==> src/rtl/lpm_hint_pkg.sv <==
// lpm_hint_pkg: scan states and ASCII constants shared by the LPM hint evaluator.
package lpm_hint_pkg;
    typedef enum logic [2:0] {IDLE, NAME, SKIP, VALUE, HOLD} state_t;
    localparam logic [7:0] CH_NUL   = 8'h00;
    localparam logic [7:0] CH_SPACE = 8'h20;
    localparam logic [7:0] CH_COMMA = 8'h2C;
    localparam logic [7:0] CH_EQ    = 8'h3D;
endpackage

==> src/rtl/lpm_hint_char_class.sv <==
// lpm_hint_char_class: classifies one hint byte as skippable, entry separator or name/value separator.
module lpm_hint_char_class
    import lpm_hint_pkg::*;
(
    input  logic [7:0] ch,
    output logic       is_skip,
    output logic       is_comma,
    output logic       is_eq
);
    assign is_skip  = (ch == CH_NUL) || (ch == CH_SPACE);
    assign is_comma = ch == CH_COMMA;
    assign is_eq    = ch == CH_EQ;
endmodule

==> src/rtl/lpm_hint_evaluator.sv <==
// lpm_hint_evaluator: scans a "NAME=VALUE, ..." hint one byte per clock, MSB first,
// and returns the value of the first entry whose name equals key.
module lpm_hint_evaluator
    import lpm_hint_pkg::*;
#(
    parameter int HINT_CHARS  = 64,
    parameter int NAME_CHARS  = 32,
    parameter int VALUE_CHARS = 32
) (
    input  logic                               clock,
    input  logic                               aclr_n,
    input  logic                               start,
    input  logic [8*HINT_CHARS-1:0]            hint,
    input  logic [8*NAME_CHARS-1:0]            key,
    output logic                               busy,
    output logic                               done,
    output logic                               found,
    output logic [8*VALUE_CHARS-1:0]           value,
    output logic [$clog2(VALUE_CHARS+1)-1:0]   value_len,
    output logic                               value_trunc
);
    localparam int IW = $clog2(HINT_CHARS);
    localparam int NW = $clog2(NAME_CHARS + 1);
    localparam int LW = $clog2(VALUE_CHARS + 1);

    state_t                  state, state_n;
    logic [8*HINT_CHARS-1:0] hint_q;
    logic [8*NAME_CHARS-1:0] key_q, name_buf;
    logic [IW-1:0]           idx;
    logic [NW-1:0]           name_cnt;
    logic                    name_ovf, is_skip, is_comma, is_eq, last, name_hit;
    logic [7:0]              ch;

    assign ch       = hint_q[8*idx +: 8];
    assign last     = idx == '0;
    assign busy     = state != IDLE;
    assign name_hit = (name_buf == key_q) && !name_ovf && (|key_q);

    lpm_hint_char_class u_class (
        .ch       (ch),
        .is_skip  (is_skip),
        .is_comma (is_comma),
        .is_eq    (is_eq)
    );

    always_ff @(posedge clock or negedge aclr_n)
        if (!aclr_n) state <= IDLE;
        else         state <= state_n;

    always_comb begin
        state_n = state;
        if (state == IDLE) state_n = start ? NAME : IDLE;
        else if (last) state_n = IDLE;
        else if (!is_skip)
            case (state)
                NAME:    state_n = is_eq ? (name_hit ? VALUE : SKIP) : NAME;
                SKIP:    state_n = is_comma ? NAME : SKIP;
                VALUE:   state_n = is_comma ? HOLD : VALUE;
                default: state_n = state;
            endcase
    end

    // Datapath follows the same byte stream; the last byte is still consumed before done.
    always_ff @(posedge clock or negedge aclr_n) begin
        if (!aclr_n) begin
            hint_q      <= '0;
            key_q       <= '0;
            idx         <= '0;
            name_buf    <= '0;
            name_cnt    <= '0;
            name_ovf    <= 1'b0;
            done        <= 1'b0;
            found       <= 1'b0;
            value       <= '0;
            value_len   <= '0;
            value_trunc <= 1'b0;
        end else begin
            done <= 1'b0;
            if (state == IDLE) begin
                if (start) begin
                    hint_q      <= hint;
                    key_q       <= key;
                    idx         <= IW'(HINT_CHARS - 1);
                    name_buf    <= '0;
                    name_cnt    <= '0;
                    name_ovf    <= 1'b0;
                    found       <= 1'b0;
                    value       <= '0;
                    value_len   <= '0;
                    value_trunc <= 1'b0;
                end
            end else begin
                idx  <= idx - 1'b1;
                done <= last;
                if (!is_skip) begin
                    if (state == NAME && !is_comma && !is_eq) begin
                        name_buf <= {name_buf[8*NAME_CHARS-9:0], ch};
                        name_cnt <= (name_cnt == NW'(NAME_CHARS)) ? name_cnt : name_cnt + 1'b1;
                        name_ovf <= name_ovf | (name_cnt == NW'(NAME_CHARS));
                    end
                    if ((state == NAME || state == SKIP) && (is_comma || is_eq)) begin
                        name_buf <= '0;
                        name_cnt <= '0;
                        name_ovf <= 1'b0;
                    end
                    if (state == NAME && is_eq && name_hit) found <= 1'b1;
                    if (state == VALUE && !is_comma) begin
                        if (value_len < LW'(VALUE_CHARS)) begin
                            value     <= {value[8*VALUE_CHARS-9:0], ch};
                            value_len <= value_len + 1'b1;
                        end else value_trunc <= 1'b1;
                    end
                end
            end
        end
    end
endmodule

==> config.mk <==
export PLATFORM = sky130hd
export DESIGN_NAME = lpm_hint_evaluator
export DESIGN_NICKNAME = d
export VERILOG_FILES = /design/src/rtl/lpm_hint_pkg.sv /design/src/rtl/lpm_hint_char_class.sv /design/src/rtl/lpm_hint_evaluator.sv
export SDC_FILE = /design/constraint.sdc
export NUM_CORES = 2
export LEC_CHECK = 0
export ABC_AREA = 1
export CORE_AREA = 10 10 398 400
export DETAILED_ROUTE_END_ITERATION = 10
export DIE_AREA = 0 0 408 410
export PLACE_DENSITY = 0.62
export SETUP_SLACK_MARGIN = 0.3
export SYNTH_ARGS = -nofsm -noshare
export SYNTH_HDL_FRONTEND = slang
export SYNTH_SLANG_ARGS = --single-unit
==> constraint.sdc <==
create_clock -name clock -period 3.2 [get_ports clock]
set_input_delay 0.32 -clock clock [delete_from_list [all_inputs] [get_ports clock]]
set_output_delay 0.32 -clock clock [all_outputs]
set_load 0.05 [all_outputs]
==> results.py <==
metrics = {
    "critical_path": {
        "cp_max_fo": 15,
        "critical_path_class": "reg -> reg",
        "r2r-start": "idx[0]$_DFFE_PN0P_",
        "end_kind": "flop",
        "required_ns": 3.93,
        "worstReg2RegEnd": "name_buf[30]$_DFFE_PN0P_",
        "worstPathArrival_ns": 4.07,
        "r2r.worst_path.cells": 24,
        "worst_setup_path_start_kind": "flop",
        "reg2reg_slack_ns": -0.13,
    },
    "final_layout": {
        "multi_input_area_sq_um": 24430,
        "drive_above_1_share_pct": 12.40,
        "seqCellArea_sq_um": 32670,
        "syn_to_final_growth_pct": 40.39,
        "instances_no_fill": 10840,
        "layout.nets": 9443,
        "fillers": 13480,
        "final_cell_area_sq_um": 84210,
    },
    "clocking": {
        "tritoncts": "yes",
        "cts_sinks": 1305,
        "cts_root_buf": "clkbuf_16",
        "cts_buffers": 149,
        "path_clk_slew_ns": 0.06,
        "clk_latency_ns": 0.81,
        "cts_buffer_depth": 3,
        "htree_levels": 4,
    },
    "die": {
        "dieHeight_microns": 410,
        "die-area_sq_um": 167300,
        "initial_utilization_pct": 39.77,
        "die_w_microns": 408,
        "pin_count": 1037,
        "num_rows": 143,
        "coreArea_sq_um": 150800,
    },
    "power_and_ir_drop": {
        "seq_power_share_pct": 32.4,
        "clkPwrFrac_pct": 21.4,
        "switching_share_pct": 41.27,
        "internal_power_w": 0.04941,
        "power.share.combinational_pct": 46.2,
        "power.density_nw_per_um2": 999.2,
        "vdd_drop_max_v": 0.0005270,
        "p_total_w": 0.08414,
        "p_switching_w": 0.03473,
        "power_leakage_nw": 38.99,
    },
    "timing": {
        "setup_ws_ns": -0.1323,
        "min_period_ns": 3.332,
        "timing.slew.headroom_pct": 40.85,
        "fin_crit_sh_pct": 104.1,
        "rsz0062_at_grt": "true",
        "finalSetupViolations": 331,
        "clock_skew_ns": 0.03356,
        "tightestPinTransition_ns": 0.8845,
        "hold_viol_final": 0,
        "slew_violations": 0,
        "fmax_mhz": 300.1,
        "holdWs_ns": 0.05597,
    },
    "grt": {
        "antenna_found_initial": 37,
        "grt_max_degree": 139,
        "track_usage_pct": 29.49,
        "grt_pass1_vias": 55360,
        "grt_pass1_wl_mm": 374.3,
        "overflow": 0,
    },
    "synth": {
        "synth_area_leaders": "dfrtp_1 54%, nand2_1 18%, o21ai_0 6.4%",
        "async_flop_share_pct": 100.0,
        "ys_ff_latch": 1305,
        "yosys_warnings": 0,
        "ys_seq_area_share_pct": 54.44,
        "synth_ff_type": "dfrtp_1",
        "synth_edf_count": 0,
        "yosys.area.top_type_share_pct": 54.44,
        "ys_types": 44,
        "syn-num-nets": 8269,
        "synth.avg_cell_area_sq_um": 8.005,
        "synth.largest_area_cell": "dfrtp_1",
        "synth.most_common_cell": "nand2_1",
        "synth_area_sq_um": 59980,
        "synth_cells": 7493,
        "yosys-top-cells-count": "2867 x nand2_1, 1305 x dfrtp_1, 772 x o21ai_0, 734 x nand3_1, 608 x inv_1",
    },
    "route": {
        "first_pass_iters": 6,
        "drt_wl_total_mm": 260.0,
        "top_layer": "met4",
        "met2_length_mm": 117.7,
        "viasPerCell": 5.335,
        "drt_iter0_drc": 6200,
        "detail_route.wl_per_cell_microns": 23.98,
        "wl_met1_mm": 108.0,
        "wl_met3_mm": 21.92,
        "drc": 0,
        "vias": 57850,
        "ant_nets": 0,
    },
    "worst_hold_path": {
        "min_to": "hint_q[151]$_DFFE_PN0P_",
        "holdCritStartpoint": "hint[151]",
        "hp-class": "in -> reg",
        "min_path_cells": 3,
    },
    "job": {
        "max_cap_viol_count": 0,
    },
    "placement": {
        "numPortBuffers": 1036,
        "dpl_cell_area_sq_um": 74120,
        "dp.cells": 10400,
        "pre_cts_ws_ns": -0.3718,
        "place_congestion": 0.9596,
        "dp_hpwl_mm": 188.7,
    },
    "status": {
        "violations": "negative setup slack",
        "outcome": "complete, but fails checks",
    },
}
[state kept, by name, indices dropped and copies added, names as in the netlist]
name,cells
name_cnt,6
done,1
value_trunc,1
key_q,256
hint_q,512
name_ovf,1
name_buf,256
idx,6
found,1
value,256
state,3
value_len,6
[power groups by stage]
stage	sequential (W)	clock (W)	combinational, W
floorplan	0.0260	0	0.0187
global placement	0.0272	0	0.0293
detailed placement	0.0272	0	0.0298
CTS	0.0270	0.0183	0.0353
global route	0.0278	0.0189	0.0421
finish	0.0272	0.0180	0.0388
[logic make-up (layout without fill, tap and decap cells)]
family	count (synthesis)	count (layout)	synth area share [%]
other cells	0	26	0
xor+xnor	101	101	1.475
compound gates	1045	1045	9.145
buf+inv	1078	2372	7.653
flops	1305	1305	54.44
simple gates	3959	3960	27.18
fa+ha+maj	5	5	0.1043
[final cells by class]
class,instances,share of cell area [%]
diodes,26,0.07726
clock buffers,211,5.220
clock inverters,61,0.9420
inverters,618,2.847
multi-input cells,5111,29.01
flip-flops and latches,1305,38.79
well taps,2030,3.016
repair buffers,1480,20.04
repair inverters,2,0.04903
[cells in the final DEF (no fill, tap or decap), drive strengths merged, types with 7 or more instances in the layout]
cell type,count
nand3b,7
diode,26
nand4,71
a21oi,70
inv,620
buf,408
nor2,168
nor4,46
nor3,31
bufinv,12
dfrtp,1305
nand3,734
xnor2,35
clkinv,41
o21ai,861
clkbuf,243
xor2,66
o22ai,30
nand2,2874
o211ai,72
clkdlybuf4s50,1034
or2,28
clkinvlp,8
[critical path: stages, from the launching register on]
cell and delay (ns):
dfrtp_4 0.49, buf_12 0.18, clkinv_16 0.10, buf_16 0.17, buf_4 0.14, nand2_1 0.06
nand3_1 0.11, nand3_2 0.17, nand2_1 0.07, nor2_1 0.15, nand2_1 0.08, nand3_1 0.09
nand2_2 0.08, nand2_1 0.07, nor2_1 0.05, nand2_2 0.10, nand2_2 0.07, nand2_2 0.09
nand2_4 0.08, buf_6 0.14, buf_12 0.14, inv_16 0.12, bufbuf_16 0.32, nand3_1 0.10
nand2_1 0.07
[stage by stage]
stage	utilization (%)	setup TNS, ns
floorplan	-	0
global placement	49.14	-103.08
detailed placement	49.14	-127.89
CTS	54.32	-1.176
global route	55.82	-54.40
finish	55.83	-17.01
[how the worst max path moves through the flow]
stage	startpoint	to	slack [ns]
floorplan	idx[0]$_DFFE_PN0P_	name_buf[73]$_DFFE_PN0P_	0.68
global placement	idx[0]$_DFFE_PN0P_	name_buf[2]$_DFFE_PN0P_	-0.29
detailed placement	idx[0]$_DFFE_PN0P_	name_buf[2]$_DFFE_PN0P_	-0.37
CTS	idx[0]$_DFFE_PN0P_	name_buf[157]$_DFFE_PN0P_	-0.03
global route	idx[0]$_DFFE_PN0P_	name_buf[133]$_DFFE_PN0P_	-0.22
finish	idx[0]$_DFFE_PN0P_	name_buf[30]$_DFFE_PN0P_	-0.13
[routing by layer]
layer | GRT usage (%) | up-vias
li1 | - | 26340
met1 | 40.08 | 28310
met2 | 45.14 | 2734
met3 | 6.186 | 469
met4 | 13.37 | 0
met5 | 0 | -
[timing repair]
action | CTS | global route
buffers inserted | 46 | 15
cloned | 43 | 37
resized for setup | 270 | 348
endpoints found under the setup margin | 531 | 531
hold buffers | 1 | 0
hold endpoints to repair | 477 | 0
pin swaps | 45 | 92
(Power assumes the default switching activity.)
